File: src/rtl/udp_rx_scheduler.sv
// udp_rx_scheduler: shares one UDP_decoder between two IP-layer receive queues.
// Each packet is granted round-robin, length-checked, the decoder is reset, the
// payload words are streamed one per cycle, and a one-cycle status pulse goes
// back to the owning queue.
module udp_rx_scheduler #(
  parameter logic [15:0] MAX_UDP_LEN    = 16'd1480,
  parameter int          TIMEOUT_CYCLES = 64
) (
  input  logic        clk,
  input  logic        reset,
  input  logic [1:0]  req,
  input  logic [63:0] src_ip_in,
  input  logic [63:0] dest_ip_in,
  input  logic [31:0] len_udp_in,
  input  logic [63:0] s_data,
  input  logic [1:0]  s_valid,
  output logic [1:0]  gnt,
  output logic [1:0]  rd,
  output logic        pkt_done,
  output logic        pkt_src,
  output logic [1:0]  pkt_status,
  output logic        busy,
  output logic        dec_reset,
  output logic        dec_start,
  output logic [31:0] dec_data,
  output logic [31:0] dec_src_ip,
  output logic [31:0] dec_dest_ip,
  output logic [15:0] dec_len_udp,
  input  logic        dec_ok,
  input  logic        dec_fin
);

  localparam int TW = $clog2(TIMEOUT_CYCLES + 1);

  localparam logic [1:0] ST_OK       = 2'b00;
  localparam logic [1:0] ST_CHKS_BAD = 2'b01;
  localparam logic [1:0] ST_LEN_BAD  = 2'b10;
  localparam logic [1:0] ST_ABORT    = 2'b11;

  typedef enum logic [2:0] {IDLE, CHECK, DRST, STREAM, WAIT_FIN, DONE} state_e;

  state_e        state_q;
  logic          g_q;
  logic          lastGnt_q;
  logic [1:0]    gnt_q;
  logic [1:0]    status_q;
  logic [31:0]   srcIp_q;
  logic [31:0]   destIp_q;
  logic [15:0]   len_q;
  logic [14:0]   words_q;
  logic [14:0]   k_q;
  logic [TW-1:0] tcnt_q;
  logic          finSeen_q;
  logic          okSeen_q;

  logic          sel_d;
  logic [TW-1:0] tcnt_d;
  logic [16:0]   wordsSum;
  logic [31:0]   curWord;
  logic          wordValid;
  logic          lastWord;

  // Pick the next owner: a lone requester wins, a tie goes to the queue not served last.
  always_comb begin
    sel_d = (req == 2'b11) ? ~lastGnt_q : req[1];
  end

  // Word path from the granted queue to the decoder, plus the counters' next values.
  always_comb begin
    curWord   = g_q ? s_data[63:32] : s_data[31:0];
    wordValid = (state_q == STREAM) && s_valid[g_q];
    lastWord  = (k_q == words_q - 15'd1);
    tcnt_d    = tcnt_q + TW'(1);
    wordsSum  = {1'b0, len_q} + 17'd3;
  end

  assign gnt         = gnt_q;
  assign rd          = wordValid ? {g_q, ~g_q} : 2'b00;
  assign dec_data    = wordValid ? curWord : 32'd0;
  assign dec_start   = wordValid && (k_q == 15'd0);
  assign pkt_done    = (state_q == DONE);
  assign pkt_src     = g_q;
  assign pkt_status  = status_q;
  assign busy        = (state_q != IDLE);
  assign dec_reset   = reset || (state_q == DRST) || ((state_q == DONE) && (status_q == ST_ABORT));
  assign dec_src_ip  = srcIp_q;
  assign dec_dest_ip = destIp_q;
  assign dec_len_udp = len_q;

  // Packet sequencer: grant, length check, decoder reset, stream, wait for fin, report.
  always_ff @(posedge clk) begin
    if (reset) begin
      state_q   <= IDLE;
      g_q       <= 1'b0;
      lastGnt_q <= 1'b1;
      gnt_q     <= 2'b00;
      status_q  <= ST_OK;
      srcIp_q   <= 32'd0;
      destIp_q  <= 32'd0;
      len_q     <= 16'd0;
      words_q   <= 15'd0;
      k_q       <= 15'd0;
      tcnt_q    <= '0;
      finSeen_q <= 1'b0;
      okSeen_q  <= 1'b0;
    end else begin
      unique case (state_q)
        IDLE: begin
          if (|req) begin
            g_q      <= sel_d;
            gnt_q    <= {sel_d, ~sel_d};
            srcIp_q  <= sel_d ? src_ip_in[63:32]  : src_ip_in[31:0];
            destIp_q <= sel_d ? dest_ip_in[63:32] : dest_ip_in[31:0];
            len_q    <= sel_d ? len_udp_in[31:16] : len_udp_in[15:0];
            state_q  <= CHECK;
          end
        end
        CHECK: begin
          if ((len_q < 16'd8) || (len_q > MAX_UDP_LEN)) begin
            status_q <= ST_LEN_BAD;
            state_q  <= DONE;
          end else begin
            words_q <= 15'(wordsSum >> 2);
            state_q <= DRST;
          end
        end
        DRST: begin
          k_q       <= 15'd0;
          tcnt_q    <= '0;
          finSeen_q <= 1'b0;
          okSeen_q  <= 1'b0;
          state_q   <= STREAM;
        end
        STREAM: begin
          if (dec_fin && !finSeen_q) begin
            finSeen_q <= 1'b1;
            okSeen_q  <= dec_ok;
          end
          if (!s_valid[g_q]) begin
            status_q <= ST_ABORT;
            state_q  <= DONE;
          end else begin
            k_q <= k_q + 15'd1;
            if (lastWord) begin
              if (finSeen_q) begin
                status_q <= okSeen_q ? ST_OK : ST_CHKS_BAD;
                state_q  <= DONE;
              end else if (dec_fin) begin
                status_q <= dec_ok ? ST_OK : ST_CHKS_BAD;
                state_q  <= DONE;
              end else begin
                state_q <= WAIT_FIN;
              end
            end
          end
        end
        WAIT_FIN: begin
          tcnt_q <= tcnt_d;
          if (dec_fin) begin
            status_q <= dec_ok ? ST_OK : ST_CHKS_BAD;
            state_q  <= DONE;
          end else if (tcnt_d == TW'(TIMEOUT_CYCLES)) begin
            status_q <= ST_ABORT;
            state_q  <= DONE;
          end
        end
        DONE: begin
          lastGnt_q <= g_q;
          gnt_q     <= 2'b00;
          state_q   <= IDLE;
        end
        default: state_q <= IDLE;
      endcase
    end
  end

endmodule

File: config.mk
export PLATFORM = sky130hd
export DESIGN_NAME = udp_rx_scheduler
export DESIGN_NICKNAME = d
export VERILOG_FILES = /design/src/rtl/udp_rx_scheduler.sv
export SDC_FILE = /design/constraint.sdc
export NUM_CORES = 1
export LEC_CHECK = 0
export ABC_AREA = 1
export BUFFER_PORTS_ARGS = -buffer_cell sky130_fd_sc_hd__buf_2
export CAP_MARGIN = 5
export CORE_MARGIN = 8
export CORE_UTILIZATION = 40
export CTS_CLUSTER_SIZE = 12
export DETAILED_ROUTE_END_ITERATION = 16
export PLACE_DENSITY = 0.72
export SLEW_MARGIN = 40
export SYNTH_ARGS = -nofsm -noshare
export SYNTH_HDL_FRONTEND = slang
export SYNTH_SLANG_ARGS = --single-unit
export TNS_END_PERCENT = 5
File: constraint.sdc
create_clock -name clk -period 2.3 [get_ports clk]
set_input_delay 0.23 -clock clk [delete_from_list [all_inputs] [get_ports clk]]
set_output_delay 0.23 -clock clk [all_outputs]
set_load 0.01 [all_outputs]
# --- After elaboration in Yosys (flattened, before gate mapping) ---
# Index checks and enable logic that the tools add are counted.
# W data, S select, Z words.
classes:
  eq_ne: 16
  reduce_logical: 23
  muxes: 37
  bitwise_logic: 4
  order_cmp: 3
  add_sub_neg: 4
op_table:
  columns: ["op", "n"]
  rows:
  - ["$mux W32", 4]
  - ["$pmux W15 S2", 1]
  - ["$mux W2", 9]
  - ["$mux W3", 6]
  - ["$add A16 B2 Y17 const B", 1]
  - ["$gt A16 B11 Y1 const B", 1]
  - ["$lt A16 B4 Y1 const B", 1]
  - ["$mux W16", 1]
  - ["$add A15 B1 Y15 const B", 1]
  - ["$eq A15 B15 Y1", 1]
  - ["$logic_not A15 Y1", 1]
  - ["$mux W15", 1]
  - ["$pmux W3 S5", 1]
  - ["$sub A15 B1 Y15 const B", 1]
  - ["$pmux W7 S2", 1]
  - ["$reduce_and A2 Y1", 5]
  - ["$mux W1", 9]
  - ["$add A7 B1 Y7 const B", 1]
  - ["$eq A7 B7 Y1 const B", 1]
  - ["$eq A3 B2 Y1 const B", 2]
  - ["$eq A3 B3 Y1 const B", 2]
  - ["$ne A3 B3 Y1 const B", 2]
  - ["$pmux W2 S3", 1]
  - ["$reduce_bool A2 Y1", 3]
  - ["17 further kinds", 30]
word_totals:
  inputBits: 232
  word_cells: 100
  reg_bits: 128
  out_inout_bits: 123

# --- Longest topological paths before layout ---
# Gate-level depths: netlist of the first run.
logic_depth:
  word_depth: 6
  ltp_mapped: 15
  depth_no_buf: 15

# --- Least setup slack after synthesis of the first run ---
# Ideal clock, no wire load.
synth_path:
  kind: "register -> register"
  from: "reg words_q[0]"
  to: "reg status_q[0] (netlist: pkt_status[0])"
  stages_incl_launch_ff: 14
  synth_period_minus_slack_ps: 1789
  slack_ps: 511
  n_path_buf: 0
  required_ps: 2185
  setup_ps: 115
  arrival_time_ps: 1674
  path_cell_list: "dfxtp_1 > inv_1 > ha_1 > nand2_1 > nor2_2 > nand2_1 > nand2_1 > nand2_1 > nor2_1 > nand3_1 > o21bai_4 > nand3_1 > nand2_1 > nor2_1"
synth_between:
  elab_chain_cells: 4
synth_lines:
  columns: ["item", "line_no", "source"]
  rows:
  - ["from (decl)", "50", "logic [14:0] words_q;"]
  - ["from (signal assigned)", "123", "words_q <= 15'(wordsSum >> 2);"]
  - ["$sub A15 B1 Y15", "72", "lastWord = (k_q == words_q - 15'd1);"]
  - ["$eq A15 B15 Y1", "72", null]
  - ["$ne A3 B3 Y1 (no source line)", null, null]
  - ["$reduce_and A5 Y1 (no source line)", null, null]
  - ["to (signal assigned)", "146", "status_q <= okSeen_q ? ST_OK : ST_CHKS_BAD;"]
  - ["to (signal assigned)", "149", "status_q <= dec_ok ? ST_OK : ST_CHKS_BAD;"]
  - ["to (signal assigned)", "160", "status_q <= dec_ok ? ST_OK : ST_CHKS_BAD;"]
  - ["to (decl)", "46", "logic [1:0] status_q;"]
# No other way between the ends.
# A chain may end at the register's enable or synchronous reset.

# --- Final worst setup path of the first run ---
layout_path:
  from: "reg state_q[1]"
  to: "out dec_data[24]"
layout_between:
  elab_chain_cells: 3
layout_lines:
  columns: ["item", "line_no", "source"]
  rows:
  - ["from (decl)", "42", "state_e state_q;"]
  - ["from (signal assigned)", "93", "state_q <= IDLE;"]
  - ["from (signal assigned)", "115", "state_q <= CHECK;"]
  - ["from (signal assigned)", "121", "state_q <= DONE;"]
  - ["$eq A3 B2 Y1", "71", "wordValid = (state_q == STREAM) && s_valid[g_q];"]
  - ["$logic_and A1 B1 Y1", "71", null]
  - ["$mux W32", "79", "assign dec_data = wordValid ? curWord : 32'd0;"]
  - ["to (decl)", "25", "output logic [31:0] dec_data,"]
# No other way between the ends.

==> impl_metrics.tcl, run 1 <==
set metrics [dict create \
    drt-initial-drc-count 441 \
    vias 7837 \
    worst_pin_slew_ns 0.635 \
    cp_num_buf_inv 3 \
    yosysSeqAreaShare 0.384 \
    vdd_drop_max_uv 595 \
    final_max_slew_viol_count 0 \
    syn_nets 1186 \
    synth_edf_count 0 \
    core_area_um2 16500 \
    dr.pass1.iters 5 \
    grt_remaining_overflow 0 \
    syn_area_um2 6680 \
    die_height_um 145 \
    grt_first_pass_wirelength_mm 40.4 \
    dp_worst_setup_slack_ns 0.261 \
    ys_top_cells_by_count "nand2_1, a21oi_1, dfxtp_1" \
    grt.total_usage 0.232 \
    avgRoutedWirePerCell_um 16.4 \
    io_buffers 354 \
    fin_ws_ns 0.151 \
    path_max_fanout 27 \
    synth-main-ff-cell "dfxtp_1" \
    clock-root-buffer "clkbuf_16" \
    avgSynthCellArea_um2 7.03 \
    skew_ns 0.0142 \
    critPathRequiredTime_ns 2.07 \
    path_delay_family "buffers and inverters" \
    final_antenna_net_count 0 \
    yosys_warnings 0 \
    cts_tree "built" \
    grt_max_degree 81 \
    holdWs_ns 0.0473 \
    gp_congestion 0.864 \
    tns_ns 0 \
    synth_cell_types 42 \
    finalHoldViolations 0 \
    fin_crit_ns 2.15 \
    grt_pass1_vias 7951 \
    syn_inst 950 \
    hpwl_mm 19.0 \
    yosys.area.top_type "dfxtp_1" \
    synthTopCellsByArea "dfxtp_1, a21oi_1, nand2_1" \
    critPathSlowestCell "dfxtp_1" \
    antenna_found_initial 6 \
    end_kind "output port" \
    finalCritPeriodShare 0.934 \
    cp-start-kind "flip-flop" \
    path_cells "nand3_4 > inv_6 > nand2_4 > nor2_2 > buf_6 > a22o_1 > buf_2" \
    relSlewSlack 0.576 \
    routed_wl_mm 24.9 \
    yosys.area.top_type_share 0.384 \
    drc 0 \
    n_fill_cell 1603 \
    arrival_ns 1.92 \
    rsz0062_at_grt "false" \
    die_w_um 145 \
    die_area_um2 21100 \
    area_growth_pct 39.0 \
    critPathKind "flip-flop to output port" \
    synth.most_common_cell "nand2_1" \
    numClockSinks 128 \
    setup_viol 0 \
    clk_pin_slew_worst_paths_ns 0.06 \
    power_density_nw_per_um2 1200 \
    num-nets-final 1514 \
    h-tree-depth 4 \
    avgViaCountPerCell 5.17 \
    io_pins 355 \
    start_util 0.406 \
    drive_above_1_share 0.333 \
    max_freq_ghz 0.465 \
    maxCapViolations 0 \
    p_leak_nw 4.54 \
    clk_path_buf_depth 2 \
    cts_made_buffers 17 \
    core.rowCount 47 \
    max_stage_delay_ns 0.44 \
    async_reset_ff_frac 0 \
    clock_latency_ns 0.43 \
    status "completed" \
    synth_seq_cells 128 \
    hp-class "input port to flip-flop" \
]
-- routing by layer --
metal	vias up	GRT usage	share of wire
met5	-	0	0.00032
met4	2	0.0973	0.026
met3	45	0.0846	0.090
met2	309	0.403	0.50
met1	3581	0.249	0.38
li1	3900	-	-
-- placed cells by master (no fill, tap or decap), types with 14 or more instances in the layout --
master and instances:
buf_2 354, nand2_1 201, a21oi_1 182, dfxtp_1 127, o21ai_0 77, inv_1 70, nor2_1 57, a22o_1 32
nand3_1 32, clkbuf_16 17, nor3_1 14
-- state kept, by name (all words and copies together), names as in the netlist, 2 cells and up --
signal	count
dec_dest_ip	32
dec_src_ip	32
dec_len_udp	16
k_q	15
words_q	15
tcnt_q	7
state_q	3
gnt	2
pkt_status	2
-- worst min-delay path: stages --
cell and delay, ns:
buf_2 0.10, nand2_1 0.05, a21oi_1 0.05
-- worst paths after layout --
path / startpoint / endpoint / slack, ns / cells past startpoint
setup reg to reg: words_q[0] / pkt_status[1] / 0.26 / 13
hold reg to reg: words_q[14] / words_q[14] / 0.46 / 2
setup / recovery: state_q[1] / dec_data[24] / 0.15 / 7
hold / removal: dest_ip_in[44] / dec_dest_ip[12] / 0.05 / 3
-- power by group --
part | switching, mW | internal (mW)
sequential | 0.476 | 2.95
combinational | 3.10 | 1.75
clock | 1.09 | 1.72
-- through the flow --
stage,util,total power [mW],instance area (µm²),cells
after floorplan,-,6.54,6680,950
after global placement,0.526,8.23,8650,1479
after detailed placement,0.526,8.27,8650,1479
after CTS,0.563,11.1,9260,1511
after global routing,0.564,12.0,9280,1516
final,0.564,11.1,9280,1516
-- final cells by class --
cell class | count | area [µm²] | share of cell area
clock inverters | 14 | 179 | 0.0193
repair buffers | 366 | 1920 | 0.206
inverters | 77 | 294 | 0.0317
clock buffers | 18 | 429 | 0.0462
multi-input cells | 688 | 3610 | 0.389
flip-flops and latches | 128 | 2560 | 0.276
diodes | 5 | 12.5 | 0.00135
well taps | 220 | 275 | 0.0296
-- repair_timing --
action / CTS / global route
buffers inserted: 0 / 0
setup endpoints to repair: 26 / 23
hold buffers: 0 / 0
gates resized for setup: 1 / 2
-- kinds of logic (layout without fill, tap and decap cells) --
family / after synthesis / in the layout / share of synthesized area
AO/OA/AOI/OAI: 328 / 328 / 0.283
XOR/XNOR: 17 / 17 / 0.0223
adder cells (fa/ha/maj): 4 / 4 / 0.00749
buffers and inverters: 134 / 475 / 0.0787
flip-flops: 128 / 128 / 0.384
other: 0 / 5 / 0
AND/OR/NAND/NOR: 339 / 339 / 0.225
Note: power is estimated with default switching activity, not from simulation.
==> inputs of run 2 (changes only) <==
--- a/config.mk
+++ b/config.mk
@@ -9,10 +9,10 @@
 export BUFFER_PORTS_ARGS = -buffer_cell sky130_fd_sc_hd__buf_2
 export CAP_MARGIN = 5
 export CORE_MARGIN = 8
-export CORE_UTILIZATION = 40
+export CORE_UTILIZATION = 42
 export CTS_CLUSTER_SIZE = 12
 export DETAILED_ROUTE_END_ITERATION = 16
-export PLACE_DENSITY = 0.72
+export PLACE_DENSITY_LB_ADDON = 0.05
 export SLEW_MARGIN = 40
 export SYNTH_ARGS = -nofsm -noshare
 export SYNTH_HDL_FRONTEND = slang
==> constraint.sdc (replaced) <==
create_clock -name clk -period 2 [get_ports clk]
set_input_delay 0.2 -clock clk [delete_from_list [all_inputs] [get_ports clk]]
set_output_delay 0.2 -clock clk [all_outputs]
set_load 0.01 [all_outputs]
==> run 2 against run 1 <==
  * Final area up 2.9%
  * Global-route usage up 3.9 points
  * Wire length up 14%
  * Flip-flop and latch count unchanged
  * Combinational power up 23%
  * Register-to-register slack worse by 0.14 ns
  * Non-clock buffer count up 15
  * Core utilization up 4.4 points
  * Worst hold slack worse by 0.026 ns
  * First-iteration DRC count up 34%
  * Sequential share of layout area down 0.67 points
==> impl_metrics.tcl, run 2 (synthesized netlist as in run 1, its figures left out) <==
set metrics [dict create \
    status "completed" \
    hp-class "input port to flip-flop" \
    cts_tree "built" \
    arrival_ns 1.79 \
    critPathRequiredTime_ns 1.80 \
    relSlewSlack 0.638 \
    cts_made_buffers 17 \
    num-nets-final 1529 \
    fin_area_um2 9560 \
    grt_first_pass_wirelength_mm 42.6 \
    cp-start-kind "flip-flop" \
    setup_viol 0 \
    routed_wl_mm 28.4 \
    die_area_um2 20200 \
    cp_num_buf_inv 2 \
    rsz0062_at_grt "true" \
    grt_pass1_vias 7622 \
    worst_pin_slew_ns 0.542 \
    io_pins 355 \
    finalCritPeriodShare 0.994 \
    critPathKind "flip-flop to output port" \
    max_freq_ghz 0.503 \
    path_max_fanout 9 \
    antenna_found_initial 4 \
    avgViaCountPerCell 5.16 \
    rrSetupSlack_ns 0.12 \
    grt.total_usage 0.270 \
    clk_pin_slew_worst_paths_ns 0.06 \
    skew_ns 0.00785 \
    h-tree-depth 4 \
    layout_commonest_cell "buf_2" \
    clk_path_buf_depth 2 \
    vias 7877 \
    finalHoldViolations 0 \
    multiInputGateArea_um2 3690 \
    path_cells "o21ai_4 > nand2_8 > nor2_4 > buf_12 > a22o_1 > buf_4" \
    n_fill_cell 1506 \
    critPathSlowestCell "dfxtp_4" \
    placed_area_um2 8700 \
    maxCapViolations 0 \
    stdcell_count 1526 \
    avgRoutedWirePerCell_um 18.6 \
    clock-root-buffer "clkbuf_16" \
    gp_congestion 0.888 \
    die_height_um 142 \
    cts_hold_buf 0 \
    clock_latency_ns 0.43 \
    p_leak_nw 4.62 \
    start_util 0.425 \
    vdd_drop_max_uv 1250 \
    drive_above_1_share 0.355 \
    drt-initial-drc-count 592 \
    core_area_um2 15700 \
    io_buffers 354 \
    grt_remaining_overflow 0 \
    layout_common_cells "buf_2, nand2_1, a21oi_1, dfxtp_1, o21ai_0" \
    core.rowCount 46 \
    dp_worst_setup_slack_ns 0.0532 \
    layout.area.seq_um2 2570 \
    max_stage_delay_ns 0.35 \
    grt_max_degree 96 \
    power_density_nw_per_um2 1370 \
    drc 0 \
    numClockSinks 128 \
    path_delay_family "compound AO/OA/AOI/OAI gates" \
    fin_ws_ns 0.0129 \
    dp_cells 1480 \
    fin_crit_ns 1.99 \
    dr.pass1.iters 5 \
    hpwl_mm 21.3 \
    final_antenna_net_count 0 \
    die_w_um 142 \
    end_kind "output port" \
    holdWs_ns 0.0211 \
    area_growth_pct 43.0 \
    final_max_slew_viol_count 0 \
    p_total_mw 13.1 \
]
==> run 2: report_power, final <==
part	leakage (nW)	internal (mW)	switching (mW)
Clock	0.280	1.99	1.17
Sequential	1.06	3.41	0.516
Combinational	3.29	2.18	3.79
Total	4.62	7.58	5.48
==> run 2: area by class of cell <==
class                           instances  share of cell area
Timing Repair Buffer                  381               0.222
Multi-Input combinational cell        688               0.387
Sequential cell                       128               0.269
Clock buffer                           22              0.0475
Antenna cell                            4             0.00105
Clock inverter                         10              0.0143
Inverter                               77              0.0310
Tap cell                              216              0.0283
==> run 2: final timing paths <==
path / start / to / cells after the start
min: dest_ip_in[57] / dec_dest_ip[25] / 3
max: pkt_src / dec_data[3] / 6
min reg2reg: words_q[14] / words_q[14] / 2
max reg2reg: words_q[0] / pkt_status[1] / 15
==> run 2: repair_timing <==
action	CTS	global route
resized for setup	12	29
pin swaps	3	9
buffers inserted	1	6
cloned	1	2
endpoints found under the setup margin	33	40
==> run 2: metal layers <==
layer  up-vias  share of wire  GRT usage
li1       3920              -          -
met1      3606           0.43      0.351
met2       309           0.46      0.413
met3        42          0.085     0.0906
met4         0          0.019     0.0842
met5         -              0          0
==> run 2: metrics by stage <==
| step | util | setup TNS (ns) |
|---|---|---|
| floorplan | - | 0 |
| global placement | 0.554 | 0 |
| detailed placement | 0.554 | 0 |
| CTS | 0.596 | -0.0169 |
| global route | 0.608 | -0.519 |
| finish | 0.608 | 0 |
==> run 2: worst register-to-register path, delay by kind of cell, from the launching register on <==
family | cells | cell delay [ns]
simple gates | 11 | 0.83
flops | 1 | 0.35
fa+ha+maj | 1 | 0.26
compound gates | 1 | 0.25
buf+inv | 2 | 0.10
